==> src/rtl/if_prefetch_pkg.sv <==
// Shared constants and types for the instruction-fetch prefetch stage.
package if_prefetch_pkg;

  // Default bus widths, matching the instruction address and data buses.
  localparam int DEF_ADDR_W      = 32;
  localparam int DEF_INST_W      = 32;

  // Default prefetch queue depth (also the live-request credit limit).
  localparam int FETCH_DEPTH     = 4;

  // Byte distance between consecutive instructions.
  localparam int PC_STEP         = 4;

  // Low address bits forced to zero on a redirect (word alignment).
  localparam int INST_ALIGN_MASK = 3;

  typedef enum logic [0:0] {
    ST_IDLE = 1'b0,
    ST_RUN  = 1'b1
  } fetch_state_e;

  // Width of the outstanding/drop counters: must hold 0 .. 2*depth.
  function automatic int cnt_width(input int depth);
    return $clog2(2 * depth) + 1;
  endfunction

endpackage

==> src/rtl/if_prefetch_inst_fifo.sv <==
// Synchronous FIFO holding fetched {pc, inst} entries for the ID stage.
// Clear has priority over push; a pop on an empty FIFO is ignored and a
// push on a full FIFO is only accepted together with a pop.
module inst_fifo #(
  parameter int DEPTH = 4,
  parameter int WIDTH = 64
) (
  input  logic                   clk,
  input  logic                   rst,
  input  logic                   clear_i,
  input  logic                   push_i,
  input  logic                   pop_i,
  input  logic [WIDTH-1:0]       wdata_i,
  output logic [WIDTH-1:0]       rdata_o,
  output logic [$clog2(DEPTH):0] count_o,
  output logic                   full_o,
  output logic                   empty_o
);

  localparam int PTR_W = $clog2(DEPTH);
  localparam int CNT_W = PTR_W + 1;

  logic [WIDTH-1:0] mem_q [DEPTH];
  logic [PTR_W-1:0] wr_ptr_q, wr_ptr_d;
  logic [PTR_W-1:0] rd_ptr_q, rd_ptr_d;
  logic [CNT_W-1:0] count_q, count_d;
  logic             do_push;
  logic             do_pop;

  assign full_o  = (count_q == CNT_W'(DEPTH));
  assign empty_o = (count_q == '0);
  assign do_pop  = pop_i && !empty_o;
  assign do_push = push_i && (!full_o || do_pop);

  // Pointer and occupancy next-state
  always_comb begin
    // NOTE: every signal gets a default first so no path leaves it unassigned and infers a latch.
    wr_ptr_d = wr_ptr_q;
    rd_ptr_d = rd_ptr_q;
    count_d  = count_q;
    if (clear_i) begin
      wr_ptr_d = '0;
      rd_ptr_d = '0;
      count_d  = '0;
    end else begin
      if (do_push) wr_ptr_d = wr_ptr_q + PTR_W'(1);
      if (do_pop)  rd_ptr_d = rd_ptr_q + PTR_W'(1);
      if (do_push && !do_pop)      count_d = count_q + CNT_W'(1);
      else if (do_pop && !do_push) count_d = count_q - CNT_W'(1);
    end
  end

  // Pointer and occupancy registers
  always_ff @(posedge clk) begin
    // NOTE: non-blocking assignments so every register samples pre-edge values regardless of block order.
    if (rst) begin
      wr_ptr_q <= '0;
      rd_ptr_q <= '0;
      count_q  <= '0;
    end else begin
      wr_ptr_q <= wr_ptr_d;
      rd_ptr_q <= rd_ptr_d;
      count_q  <= count_d;
    end
  end

  // Entry storage write port
  always_ff @(posedge clk) begin
    // NOTE: storage is deliberately not reset; an entry is only read after it was written.
    if (do_push && !clear_i) mem_q[wr_ptr_q] <= wdata_i;
  end

  assign rdata_o = mem_q[rd_ptr_q];
  assign count_o = count_q;

endmodule

==> src/rtl/if_prefetch.sv <==
// Instruction-fetch stage with a DEPTH-entry prefetch queue. Issues in-order
// requests to a ROM/bus with variable response latency, buffers {pc, inst}
// pairs for ID, and flushes on branch redirects while discarding responses
// to requests that were already in flight.
module if_prefetch
  import if_prefetch_pkg::*;
#(
  parameter int                ADDR_W   = DEF_ADDR_W,
  parameter int                INST_W   = DEF_INST_W,
  parameter int                DEPTH    = FETCH_DEPTH,
  parameter logic [ADDR_W-1:0] RESET_PC = '0
) (
  input  logic              clk,
  input  logic              rst,
  output logic              rom_ce_o,
  output logic              rom_req_o,
  output logic [ADDR_W-1:0] rom_addr_o,
  input  logic              rom_gnt_i,
  input  logic              rom_rvalid_i,
  input  logic [INST_W-1:0] rom_rdata_i,
  output logic              id_valid_o,
  output logic [ADDR_W-1:0] id_pc_o,
  output logic [INST_W-1:0] id_inst_o,
  input  logic              id_ready_i,
  input  logic              branch_flag_i,
  input  logic [ADDR_W-1:0] branch_target_i
);

  localparam int                CNT_W      = cnt_width(DEPTH);
  localparam int                QCNT_W     = $clog2(DEPTH) + 1;
  localparam int                ENTRY_W    = ADDR_W + INST_W;
  localparam logic [ADDR_W-1:0] STEP       = ADDR_W'(PC_STEP);
  localparam logic [ADDR_W-1:0] ALIGN      = ~ADDR_W'(INST_ALIGN_MASK);
  localparam logic [CNT_W-1:0]  CREDIT_MAX = CNT_W'(DEPTH);
  localparam logic [CNT_W-1:0]  OUT_MAX    = CNT_W'(2 * DEPTH);

  fetch_state_e      state_q, state_d;
  logic              run;

  logic [ADDR_W-1:0] fetch_pc_q, fetch_pc_d;
  logic [ADDR_W-1:0] resp_pc_q, resp_pc_d;
  logic [CNT_W-1:0]  out_cnt_q, out_cnt_d;
  logic [CNT_W-1:0]  drop_cnt_q, drop_cnt_d;
  logic [CNT_W-1:0]  live;
  logic              gnt_seen_q;

  logic              grant;
  logic              resp_accept;
  logic              branch_take;
  logic              q_push;
  logic              q_pop;
  logic [QCNT_W-1:0] q_count;
  logic              q_full;
  logic              q_empty;
  logic [ENTRY_W-1:0] q_head;

  // FSM state register
  always_ff @(posedge clk) begin
    if (rst) state_q <= ST_IDLE;
    else     state_q <= state_d;
  end

  // FSM next state: one idle cycle after reset, then run until reset
  always_comb begin
    state_d = state_q;
    case (state_q)
      ST_IDLE: state_d = ST_RUN;
      ST_RUN:  state_d = ST_RUN;
      default: state_d = ST_IDLE;
    endcase
  end

  // FSM outputs: fetching is enabled only in RUN and never while reset is held
  always_comb begin
    run = 1'b0;
    case (state_q)
      ST_RUN:  run = !rst;
      default: run = 1'b0;
    endcase
  end

  assign rom_ce_o = run;

  // Credits: queued entries plus responses still expected to land in the queue
  assign live        = out_cnt_q - drop_cnt_q;
  assign rom_req_o   = run && !branch_flag_i
                       && ((CNT_W'(q_count) + live) < CREDIT_MAX)
                       && (out_cnt_q < OUT_MAX);
  assign rom_addr_o  = fetch_pc_q;
  assign grant       = rom_req_o && rom_gnt_i;
  assign resp_accept = rom_rvalid_i && (out_cnt_q != '0);
  assign branch_take = run && branch_flag_i;
  assign q_push      = resp_accept && (drop_cnt_q == '0);
  assign q_pop       = id_valid_o && id_ready_i;

  // Fetch/response PCs and outstanding/drop counters
  always_comb begin
    fetch_pc_d = fetch_pc_q;
    resp_pc_d  = resp_pc_q;
    out_cnt_d  = out_cnt_q;
    drop_cnt_d = drop_cnt_q;

    if (grant) fetch_pc_d = fetch_pc_q + STEP;

    if (grant && !resp_accept)      out_cnt_d = out_cnt_q + CNT_W'(1);
    else if (!grant && resp_accept) out_cnt_d = out_cnt_q - CNT_W'(1);

    if (resp_accept) begin
      if (drop_cnt_q != '0) drop_cnt_d = drop_cnt_q - CNT_W'(1);
      else                  resp_pc_d  = resp_pc_q + STEP;
    end

    // A redirect overrides both PCs; everything still outstanding after this
    // edge's response update belongs to the old path and must be dropped.
    if (branch_take) begin
      fetch_pc_d = branch_target_i & ALIGN;
      resp_pc_d  = branch_target_i & ALIGN;
      drop_cnt_d = out_cnt_d;
    end
  end

  // Fetch/response PCs and counter registers
  always_ff @(posedge clk) begin
    if (rst) begin
      fetch_pc_q <= RESET_PC;
      resp_pc_q  <= RESET_PC;
      out_cnt_q  <= '0;
      drop_cnt_q <= '0;
      gnt_seen_q <= 1'b0;
    end else begin
      fetch_pc_q <= fetch_pc_d;
      resp_pc_q  <= resp_pc_d;
      out_cnt_q  <= out_cnt_d;
      drop_cnt_q <= drop_cnt_d;
      gnt_seen_q <= gnt_seen_q || grant;
    end
  end

  inst_fifo #(
    .DEPTH (DEPTH),
    .WIDTH (ENTRY_W)
  ) u_inst_fifo (
    .clk     (clk),
    .rst     (rst),
    .clear_i (branch_take),
    .push_i  (q_push),
    .pop_i   (q_pop),
    .wdata_i ({resp_pc_q, rom_rdata_i}),
    .rdata_o (q_head),
    .count_o (q_count),
    .full_o  (q_full),
    .empty_o (q_empty)
  );

  // Head fields are masked while empty so reset presents all-zero ID outputs
  assign id_valid_o = !q_empty;
  assign id_pc_o    = q_empty ? '0 : q_head[ENTRY_W-1:INST_W];
  assign id_inst_o  = q_empty ? '0 : q_head[INST_W-1:0];

  // Responses to requests abandoned by a reset may still arrive before the
  // first new grant; any response with nothing outstanding after that point
  // is a bus protocol violation.
  assert property (@(posedge clk) disable iff (rst)
    !(rom_rvalid_i && (out_cnt_q == '0) && gnt_seen_q))
    else $error("if_prefetch: response with no outstanding request");

  // The credit rule must keep the queue from ever overflowing.
  assert property (@(posedge clk) disable iff (rst)
    !(q_push && q_full && !q_pop && !branch_take))
    else $error("if_prefetch: prefetch queue overflow");

endmodule

==> config.mk <==
export PLATFORM = sky130hd
export DESIGN_NAME = if_prefetch
export DESIGN_NICKNAME = d
export VERILOG_FILES = /design/src/rtl/if_prefetch_pkg.sv /design/src/rtl/if_prefetch_inst_fifo.sv /design/src/rtl/if_prefetch.sv
export SDC_FILE = /design/constraint.sdc
export NUM_CORES = 1
export LEC_CHECK = 0
export BUFFER_PORTS_ARGS = -buffer_cell sky130_fd_sc_hd__buf_2
export CAP_MARGIN = 40
export CORE_MARGIN = 10
export CORE_UTILIZATION = 50
export DETAILED_ROUTE_END_ITERATION = 16
export PLACE_DENSITY = 0.74
export SETUP_SLACK_MARGIN = 0.15
export SYNTH_ARGS = -nofsm -noshare
export SYNTH_HDL_FRONTEND = slang
export SYNTH_SLANG_ARGS = --single-unit
==> constraint.sdc <==
create_clock -name clk -period 6.3 [get_ports clk]
set_input_delay 1.26 -clock clk [delete_from_list [all_inputs] [get_ports clk]]
set_output_delay 1.26 -clock clk [all_outputs]
set_load 0.005 [all_outputs]
**Word level (Yosys, flattened, before mapping)**

Memories as Yosys holds them, arrays and structs flattened. A register that Yosys moved wholly into a read port is not among the register bits.
Index checks and enable logic that the tools add are counted.

- Flip-flop bits (word level): 80
- Latch bits: 0
- Memory bits (writable): 256
- Bits in read-only memories: 0
- Input port bits: 70
- Output and inout port bits: 99
- Word-level logic and storage cells: 84
- Memories kept: 1

Memories:

| memory | words | width | read ports | clocked after memory_dff | write ports | RTL line | source |
|---|---|---|---|---|---|---|---|
| u_inst_fifo.mem_q | 4 | 64 | 1 | 1 | 1 | if_prefetch_inst_fifo.sv:23 | `logic [WIDTH-1:0] mem_q [DEPTH];` |

- Add/subtract/negate cells: 11
- Multiply operators: 0
- Div/mod/pow operators: 0
- Order comparisons: 2
- Equal/unequal tests: 2
- Shift operators: 0
- Multiplexer cells: 20
- Bitwise logic cells: 1
- Reduce and logical (&&, ||, !) cells: 37

Operators by type and width:

| kind | number |
|---|---|
| 32-bit 2-to-1 mux | 7 |
| 32-bit by 3-bit adder with 32-bit output, second input constant | 2 |
| 4-bit 2-to-1 mux | 5 |
| 1-bit logical AND | 15 |
| 1-bit logical NOT | 9 |
| 2-bit nonzero test | 4 |
| 4-bit nonzero test | 2 |
| 4-bit by 1-bit subtractor with 4-bit output, second input constant | 2 |
| 3-bit 2-to-1 mux | 2 |
| 2-bit AND reduction | 3 |
| 2-bit by 1-bit adder with 2-bit output, second input constant | 2 |
| 3-bit by 4-bit adder with 4-bit output | 1 |
| 4-bit by 1-bit adder with 4-bit output, second input constant | 1 |
| 4-bit logical NOT | 1 |
| 4-bit by 3-bit less-than comparator with 1-bit output, second input constant | 1 |
| 4-bit less-than comparator, second input constant | 1 |
| 1-bit 2-to-1 mux | 4 |
| 2-bit 2-to-1 mux | 2 |
| 4-bit subtractor | 1 |
| 3-bit by 1-bit adder with 3-bit output, second input constant | 1 |
| 3-bit == test, second input constant | 1 |
| 3-bit logical NOT | 1 |
| 3-bit by 1-bit subtractor with 3-bit output, second input constant | 1 |
| 2-bit by 1-bit inequality test with 1-bit output, second input constant | 1 |
| other kinds (3) | 3 |

**Longest topological paths before layout**

Gate-level depths: netlist (run 1).

- Depth in word-level cells: 11
- Mapped depth: 13
- Mapped depth without buffers: 13

**Cells and area by module**

From an unflattened synthesis (run 1), not the netlist that was laid out.

- Cells, all modules: 901
- Area total of the unflattened synthesis: 13940.9 µm²

By module, submodules not included:

| module | times used | cells an instance | area each (µm²) | seq. area each (µm²) |
|---|---|---|---|---|
| inst_fifo | 1 | 386 | 9791.9 | 7867.5 |
| if_prefetch | 1 | 515 | 4149.0 | 1381.3 |

**Worst setup path before layout (run 1)**

No wires, ideal clock.

- Path type: input to register
- Start point: in rom_rvalid_i
- End point: mem u_inst_fifo.mem_q[0][0], enable pin
- Setup time: 0.427 ns
- Arrival time: 3.529 ns
- Required time: 5.873 ns
- Slack: 2.344 ns
- Stages on the path: 5
- Path buffers: 0
- Cell sequence: inv_1 > nor3b_4 > o41ai_1 > nor2_1 > and2_1

- Longest elaborated chain between the ends: 6

Ends and longest elaborated chain:

| what | RTL line | source |
|---|---|---|
| from (decl) | if_prefetch.sv:19 | `input logic rom_rvalid_i,` |
| 1-bit logical AND | if_prefetch.sv:91 | `assign resp_accept = rom_rvalid_i && (out_cnt_q != '0);` |
| 1-bit logical AND | if_prefetch.sv:93 | `assign q_push = resp_accept && (drop_cnt_q == '0);` |
| 1-bit logical AND | if_prefetch_inst_fifo.sv:33 | `assign do_push = push_i && (!full_o \|\| do_pop);` |
| 1-bit logical AND | if_prefetch_inst_fifo.sv:70 | `if (do_push && !clear_i) mem_q[wr_ptr_q] <= wdata_i;` |
| 1-bit 2-to-1 mux | if_prefetch_inst_fifo.sv:70 |  |
| 1-bit 2-to-1 mux (implied by the code) | if_prefetch_inst_fifo.sv:70 |  |
| to (decl) | if_prefetch_inst_fifo.sv:23 |  |

No other way between the ends.

**Final worst setup path (run 1)**

- Start point: reg out_cnt_q[1]
- End point: out rom_req_o

- Longest elaborated chain between the ends: 5
- Elaborated cells on any way between the ends: 6
- Those cells by class: add/sub (2); order compare (2); reduce/logical (2)

Ends and longest elaborated chain:

| what | RTL line | source |
|---|---|---|
| from (decl) | if_prefetch.sv:42 | `logic [CNT_W-1:0] out_cnt_q, out_cnt_d;` |
| from (signal assigned) | if_prefetch.sv:133 | `out_cnt_q <= out_cnt_d;` |
| 4-bit subtractor | if_prefetch.sv:85 | `assign live = out_cnt_q - drop_cnt_q;` |
| 3-bit by 4-bit adder with 4-bit output | if_prefetch.sv:87 | `&& ((CNT_W'(q_count) + live) < CREDIT_MAX)` |
| 4-bit by 3-bit less-than comparator with 1-bit output | if_prefetch.sv:87 |  |
| 1-bit logical AND | if_prefetch.sv:87 |  |
| 1-bit logical AND (*) | if_prefetch.sv:88 | `&& (out_cnt_q < OUT_MAX);` |
| to (decl) | if_prefetch.sv:16 | `output logic rom_req_o,` |

Every way passes the cells marked *; elsewhere a longest branch is shown, timed or not.

==> results.md, run 1 <==
- Status: complete, no violations
- RR Startpoint: out_cnt_q[1]
- Core area: 26800 sq um
- Final hold vios: 0
- Async set-reset flop share out of synthesis: 0%
- Setup ws final: 2.29 ns
- Top_reg_cell synth: edfxtp_1
- Routed vias/inst: approximately 5.5
- Clk slew on worst S/H paths: around 0.060 ns
- Rows: 60
- Post-CTS Hold Buffers: 0
- Post-synth EDFFs: ~250
- Initial antenna violation count: 0
- Slew margin rel.: 48.4%
- Clk_lat worst skew: ~0.51 ns
- First-pass GRT wire length: 44300 um
- Final min period: approximately 4.0 ns
- RePlAce Congestion: 0.846
- Root Buffer: clkbuf_16
- CP most frequent cell: inv_1
- Ant diodes: 0
- Slowest CP cell: fa_1
- Pleak: between 0.005 and 0.006 uW
- Worst path max stage delay: approximately 0.55 ns
- Worst EP arrival: 2.75 ns
- Total number of vias: around 7700
- Final cycle utilization of the critical path: between 60% and 70%
- Syn Area/Cell: approximately 15 sq um
- DR iter-0 viols: 446
- Clock net sink count: around 330
- WL final: ~28000 um
- #FFs+latches synth: roughly 330
- Worst IR Drop VDD: 0.175 mV
- Hold_sp: u_inst_fifo.wr_ptr_q[1]
- Area Growth Syn to Fin: 17.1%
- Post-Syn Area: roughly 14000 sq um
- Crit. Startpoint: out_cnt_q[1]
- Syn Inst Count: 878
- Final setup TNS: 0 ns
- WS Path Type: reg -> out
- CP cell instances: inv_1 > fa_1 > inv_1 > ha_1 > and3b_1 > o211a_1 > o21a_1 > buf_2
- Gr usage total: 16.5%
- Pin count of the biggest net entering global routing: 67
- Pre-antenna DRT Iters: 5
- Reg area: approximately 9000 sq um
- Io pins: roughly 170
- Port Buf Inserts: between 150 and 200
- Worst Tran Pin Value: approximately 0.76 ns
- DP Wirelength: roughly 18000 um
- Buffers & Inverters on Critical Path: 3
- DRC Markers: 0
- Setup crit start kind: register
- Critical path peak fanout: 5
- Warnings from Yosys: 0
- Vias in the first global route: slightly above 8000
- CTS tree: done
- Post-synth cell types: 50
- Layout Skew: 0.0196 ns
- Cell family with most CP delay: adder cells
- Multi-input gate area: around 4200 sq um
- Critical Path End Type: output port
- Pwr Total: between 5000 and 6000 uW
- WL/cell: 19.6 um
- Die area: 34000 sq um
- Layout cells sized above 1: between 20 and 30%
- Register area share after synthesis: about 67%
- CTS resizes: 0
- Chip height: about 180 um
- Total CTS buffers: 35
- Max cap viols: 0
- PwrDens: 371 nW/um^2
- Post-CTS setup buffer count: 0
- Die width: around 180 um
- NumNets Final: 1131
- CTS Buffer Depth: 3
- RSZ-0062 raised after global routing: false
- Final hold slack: around 0.50 ns
- Hold crit path type: reg -> reg
- # fillers: between 2000 and 2500
- Total grt overflow: 0
- Fmax: ~250 MHz
- Final Max Slew Viols: 0
- CP Data Required Time: roughly 5 ns
- Final setup viols: 0
- Initial core utilization: 50.5%
- Worst slack, placed: approximately 2.7 ns
- H-tree Lvls: 2
- Post-DRT Antenna Nets: 0
final cells by class:
class	count	area share, %
Inverter	25	0.593
Sequential cell	326	56.9
Timing Repair Buffer	173	6.28
Clock buffer	51	6.37
Tap cell	341	2.70
Multi-Input combinational cell	484	26.8
Clock inverter	11	0.348
cells in the final DEF (no fill, tap or decap), types with 33 or more instances in the layout:
master,instances
nand2_1,36
xor2_1,38
dfxtp_1,76
buf_2,162
nor2_1,33
clkbuf_16,37
a21oi_1,48
mux4_2,62
and2_1,70
edfxtp_1,248
registers in the layout, summed over array words and instances (netlist names), named ones only:
register	flops
u_inst_fifo.mem_q	248
u_inst_fifo.rd_ptr_q	2
out_cnt_q	4
resp_pc_q	30
state_q	1
rom_addr_o	30
u_inst_fifo.count_o	3
u_inst_fifo.wr_ptr_q	2
drop_cnt_q	4
worst paths after layout:
check	endpoint	slack (ns)	cells past startpoint
max	rom_req_o	2.29	8
min	u_inst_fifo.wr_ptr_q[1]	0.50	2
max reg2reg	drop_cnt_q[2]	3.22	9
min reg2reg	u_inst_fifo.wr_ptr_q[1]	0.50	2
cell families (layout without fill, tap and decap cells):
family                     after synthesis  count (layout)  share of synthesized area (%)
muxes                                   68              68                           10.8
DFF                                    326             326                           66.6
AOI/OAI and AO/OA                      101             101                           4.37
adders and majority gates               16              16                           1.65
buffers and inverters                   71             260                           2.26
other                                    1               4                         0.0277
xor gates and xnor gates                70              70                           4.65
and+or+nand+nor                        225             225                           9.67
synthesized netlist by cell type, types with 3 or more instances:
cell | number | area, sq um
nor3_1 | 8 | 40.0
a21oi_1 | 48 | 240
nand3_1 | 23 | 115
xnor2_1 | 31 | 272
buf_2 | 7 | 35.0
clkbuf_1 | 31 | 116
mux2i_1 | 6 | 60.1
nor4_4 | 3 | 63.8
mux4_2 | 62 | 1400
xor2_1 | 38 | 333
and4_1 | 8 | 70.1
and2_1 | 74 | 463
dfxtp_1 | 78 | 1560
buf_4 | 6 | 45.0
nand2_1 | 37 | 139
nor4_1 | 3 | 18.8
o21ai_0 | 31 | 155
nor2_1 | 33 | 124
a211oi_1 | 12 | 90.1
nand4_1 | 16 | 100
and3_1 | 7 | 43.8
ha_1 | 13 | 163
inv_1 | 25 | 93.8
fa_1 | 3 | 60.1
edfxtp_1 | 248 | 7450
o2111ai_1 | 3 | 26.3
routing by layer:
metal	vias up	GRT usage, %	wire length (um)
li1	3641	-	-
met4	0	3.87	388
met2	227	26.4	12900
met3	33	4.10	1920
met5	-	0	0
met1	3805	22.3	12500
worst min-delay path, stage by stage, from the launching register on:
cell and delay, ns:
dfxtp_1 0.33, nand2_1 0.06, a21oi_1 0.05
report_power, final:
| part | internal [uW] | leakage, uW | switching, uW |
|---|---|---|---|
| clock network | 1110 | 0.000517 | 769 |
| logic | 668 | 0.00217 | 681 |
| registers | 2530 | 0.00291 | 114 |
| total | 4310 | 0.00559 | 1560 |
metrics by stage:
stage,instances,utilization [%],area (sq um)
after CTS,1411,59.1,15800
after global routing,1411,59.1,15800
after floorplan,881,-,13500
after global placement,1344,54.6,14600
after detailed placement,1349,55.1,14800
final,1411,59.1,15800
Note: power is estimated with default switching activity, not from simulation.
==> run 2: changes to the inputs <==
Settings changed: PLACE_DENSITY 0.74 to 0.77.
Clock period 6.3 ns to 3.2 ns, I/O delays scaled along.
==> run 2 against run 1 <==
Flip-flop and latch count did not move; hold slack got worse by 0.15 ns; final cell count rose by 1.3%; critical path depth stayed put; power rose by 100%; combinational power rose by 110%; register-to-register slack worse by 2.9 ns; critical path type unchanged; sequential share of layout area down 1.0 points.
==> results.md, run 2 (synthesis results as in run 1) <==
- First-pass GRT wire length: 44400 um (+0.23%)
- Critical R2R Capture: rom_addr_o[20]
- DP Wirelength: 18600 um (+4.5%)
- Total grt overflow: 0 (unchanged)
- Final setup viols: 0 (unchanged)
- Fmax: between 300 and 400 MHz
- Chip height: 184 um (unchanged)
- Rows: 60 (unchanged)
- Hold Crit Depth: 1 (-1)
- Post-CTS Hold Buffers: 0 (unchanged)
- WS Path Type: reg -> out
- Worst path max stage delay: 0.52 ns (-0.03 ns)
- CP cell instances: inv_4 > fa_1 > inv_1 > ha_1 > and3b_2 > o211a_1 > o21a_1 > buf_2
- Final core occ: 60.2% (+1.1 points)
- Final Max Slew Viols: 0 (unchanged)
- Pwr Total: 12000 uW (+100%)
- Layout Skew: 0.0199 ns (+0.000342 ns)
- Die area: 34000 sq um (unchanged)
- Pre-antenna DRT Iters: 5 (unchanged)
- Die width: 184 um (unchanged)
- R2R Setup Slk: 0.31 ns (-2.91 ns)
- Clk_lat worst skew: 0.50 ns (about the same)
- Worst Tran Pin Value: 0.841 ns (+0.0764 ns)
- Buffers & Inverters on Critical Path: 3 (unchanged)
- Critical Path End Type: output port
- Root Buffer: clkbuf_16
- Vias in the first global route: 8140 (+0.39%)
- Worst IR Drop VDD: 0.418 mV (+140%)
- Final setup TNS: 0 ns (unchanged)
- RR Startpoint: out_cnt_q[1]
- Clk slew on worst S/H paths: 0.06 ns (about the same)
- Core area: 26800 sq um (unchanged)
- Area Growth Syn to Fin: 19.3%
- NumNets Final: 1149 (+1.6%)
- Total number of vias: 7856 (+1.9%)
- Top reg by flops: u_inst_fifo.mem_q
- PwrDens: 742 nW/um^2 (+100%)
- Setup crit start kind: register
- Hold crit path type: in -> reg
- WL/cell: 19.7 um (+0.34%)
- Layout cells sized above 1: 30.1% (+2.1 points)
- Worst EP arrival: 2.50 ns (-0.25 ns)
- Initial core utilization: 50.5% (unchanged)
- Gr usage total: 16.6% (+0.11 points)
- Final min period: approximately 3.1 ns
- Slowest CP cell: fa_1
- Commonest non-fill, non-tap cell in the layout: edfxtp_1
- Final hold vios: 0 (unchanged)
- CTS tree: done
- Status: complete, no violations
- Io pins: 169 (unchanged)
- Routed vias/inst: 5.50 (+0.66%)
- Cell family with most CP delay: adder cells
- RSZ-0062 raised after global routing: true
- CP Data Required Time: 2.56 ns (-2.48 ns)
- WHS Endpoint: u_inst_fifo.mem_q[2][14]
- Ant diodes: 0 (unchanged)
- Critical path peak fanout: 3 (-2)
- WL final: 28200 um (+1.6%)
- RePlAce Congestion: 0.874 (+3.3%)
- H-tree Lvls: 2 (unchanged)
- Clock net sink count: 326 (unchanged)
- CTS Buffer Depth: 3 (unchanged)
- Pin count of the biggest net entering global routing: 67 (unchanged)
- Pleak: 0.00575 uW (+2.8%)
- Reg2Reg Depth: 13 (+4)
- Slew margin rel.: 43.2% (-5.2 points)
- Final cycle utilization of the critical path: between 90% and 100%
- Most frequent cells in the layout: edfxtp_1 (248), buf_2 (162), dfxtp_1 (73)
- Max reg flops: 248 (unchanged)
- Hold_sp: rom_rdata_i[14]
- DR iter-0 viols: 562 (+26%)
- Max cap viols: 0 (unchanged)
- DRC Markers: 0 (unchanged)
- Port Buf Inserts: 162 (unchanged)
- Total CTS buffers: 35 (unchanged)
- Post-DRT Antenna Nets: 0 (unchanged)
- Initial antenna violation count: 0 (unchanged)
[run 2: cell count changes in the layout (fill, tap and decap cells not counted), moves of 2 or more]
| cell | change |
|---|---|
| dfxtp_1 | -3 |
| clkinvlp_4 | -2 |
| inv_1 | -2 |
| buf_16 | -5 |
| buf_12 | +12 |
| clkbuf_1 | -2 |
| dfxtp_4 | +2 |
| bufinv_16 | +3 |
| buf_4 | +10 |
[run 2: how the worst max path moves through the flow]
| stage | start | end | slack, ns | depth (start not counted) |
|---|---|---|---|---|
| floorplan | drop_cnt_q[0] | u_inst_fifo.mem_q[0][0] | 0.28 | 7 |
| global placement | out_cnt_q[1] | rom_addr_o[31] | 0.16 | 11 |
| detailed placement | out_cnt_q[1] | rom_addr_o[31] | 0.13 | 11 |
| CTS | out_cnt_q[2] | rom_req_o | 0.007 | 8 |
| global route | out_cnt_q[1] | rom_req_o | -0.06 | 8 |
| finish | out_cnt_q[1] | rom_req_o | 0.06 | 8 |
[run 2: metal layers]
| metal | vias to the layer above | global-route usage, % | wire length (um) |
|---|---|---|---|
| met5 | - | 0 | 0 |
| met4 | 0 | 4.03 | 450 |
| met3 | 40 | 4.04 | 2070 |
| met2 | 259 | 26.7 | 13000 |
| met1 | 3875 | 22.3 | 12600 |
| li1 | 3682 | - | - |
[run 2: metrics by stage]
| step | hold slack, ns | cells | instance area (sq um) | worst slack (ns) |
|---|---|---|---|---|
| floorplan | 0.469 | 881 | 13500 | 0.284 |
| global placement | 0.483 | 1360 | 14900 | 0.165 |
| detailed placement | 0.521 | 1360 | 14900 | 0.125 |
| CTS | 0.331 | 1426 | 16100 | 0.00674 |
| global route | 0.343 | 1429 | 16100 | -0.0581 |
| finish | 0.352 | 1429 | 16100 | 0.0609 |
[run 2: layout make-up]
cell class	count	area [sq um]
Clock buffer	48	987
Clock inverter	14	146
Fill cell	2035	10700
Inverter	25	96.3
Multi-Input combinational cell	484	4270
Sequential cell	326	9020
Tap cell	341	427
Timing Repair Buffer	191	1180
[run 2: where the power goes]
part | switching (uW) | internal (uW) | leakage [uW]
combinational | 1380 | 1450 | 0.00229
clock | 1520 | 2400 | 0.000555
sequential | 242 | 4980 | 0.00291
total | 3140 | 8840 | 0.00575
[run 2: worst register-to-register path: stages, from the launching register on]
cell and delay, ns:
dfxtp_2 0.35, inv_4 0.05, fa_1 0.52, inv_1 0.04, ha_1 0.25, and3b_2 0.24
o211a_1 0.22, buf_4 0.13, buf_4 0.13, o2111ai_2 0.19, buf_6 0.20, and2b_1 0.21
xnor2_1 0.12, a21oi_1 0.08
[run 2: timing repair]
action / in CTS / in global routing
pin swaps: 3 / 3
setup buffers: 4 / 3
resized for setup: 6 / 8
endpoints found under the setup margin: 2 / 4
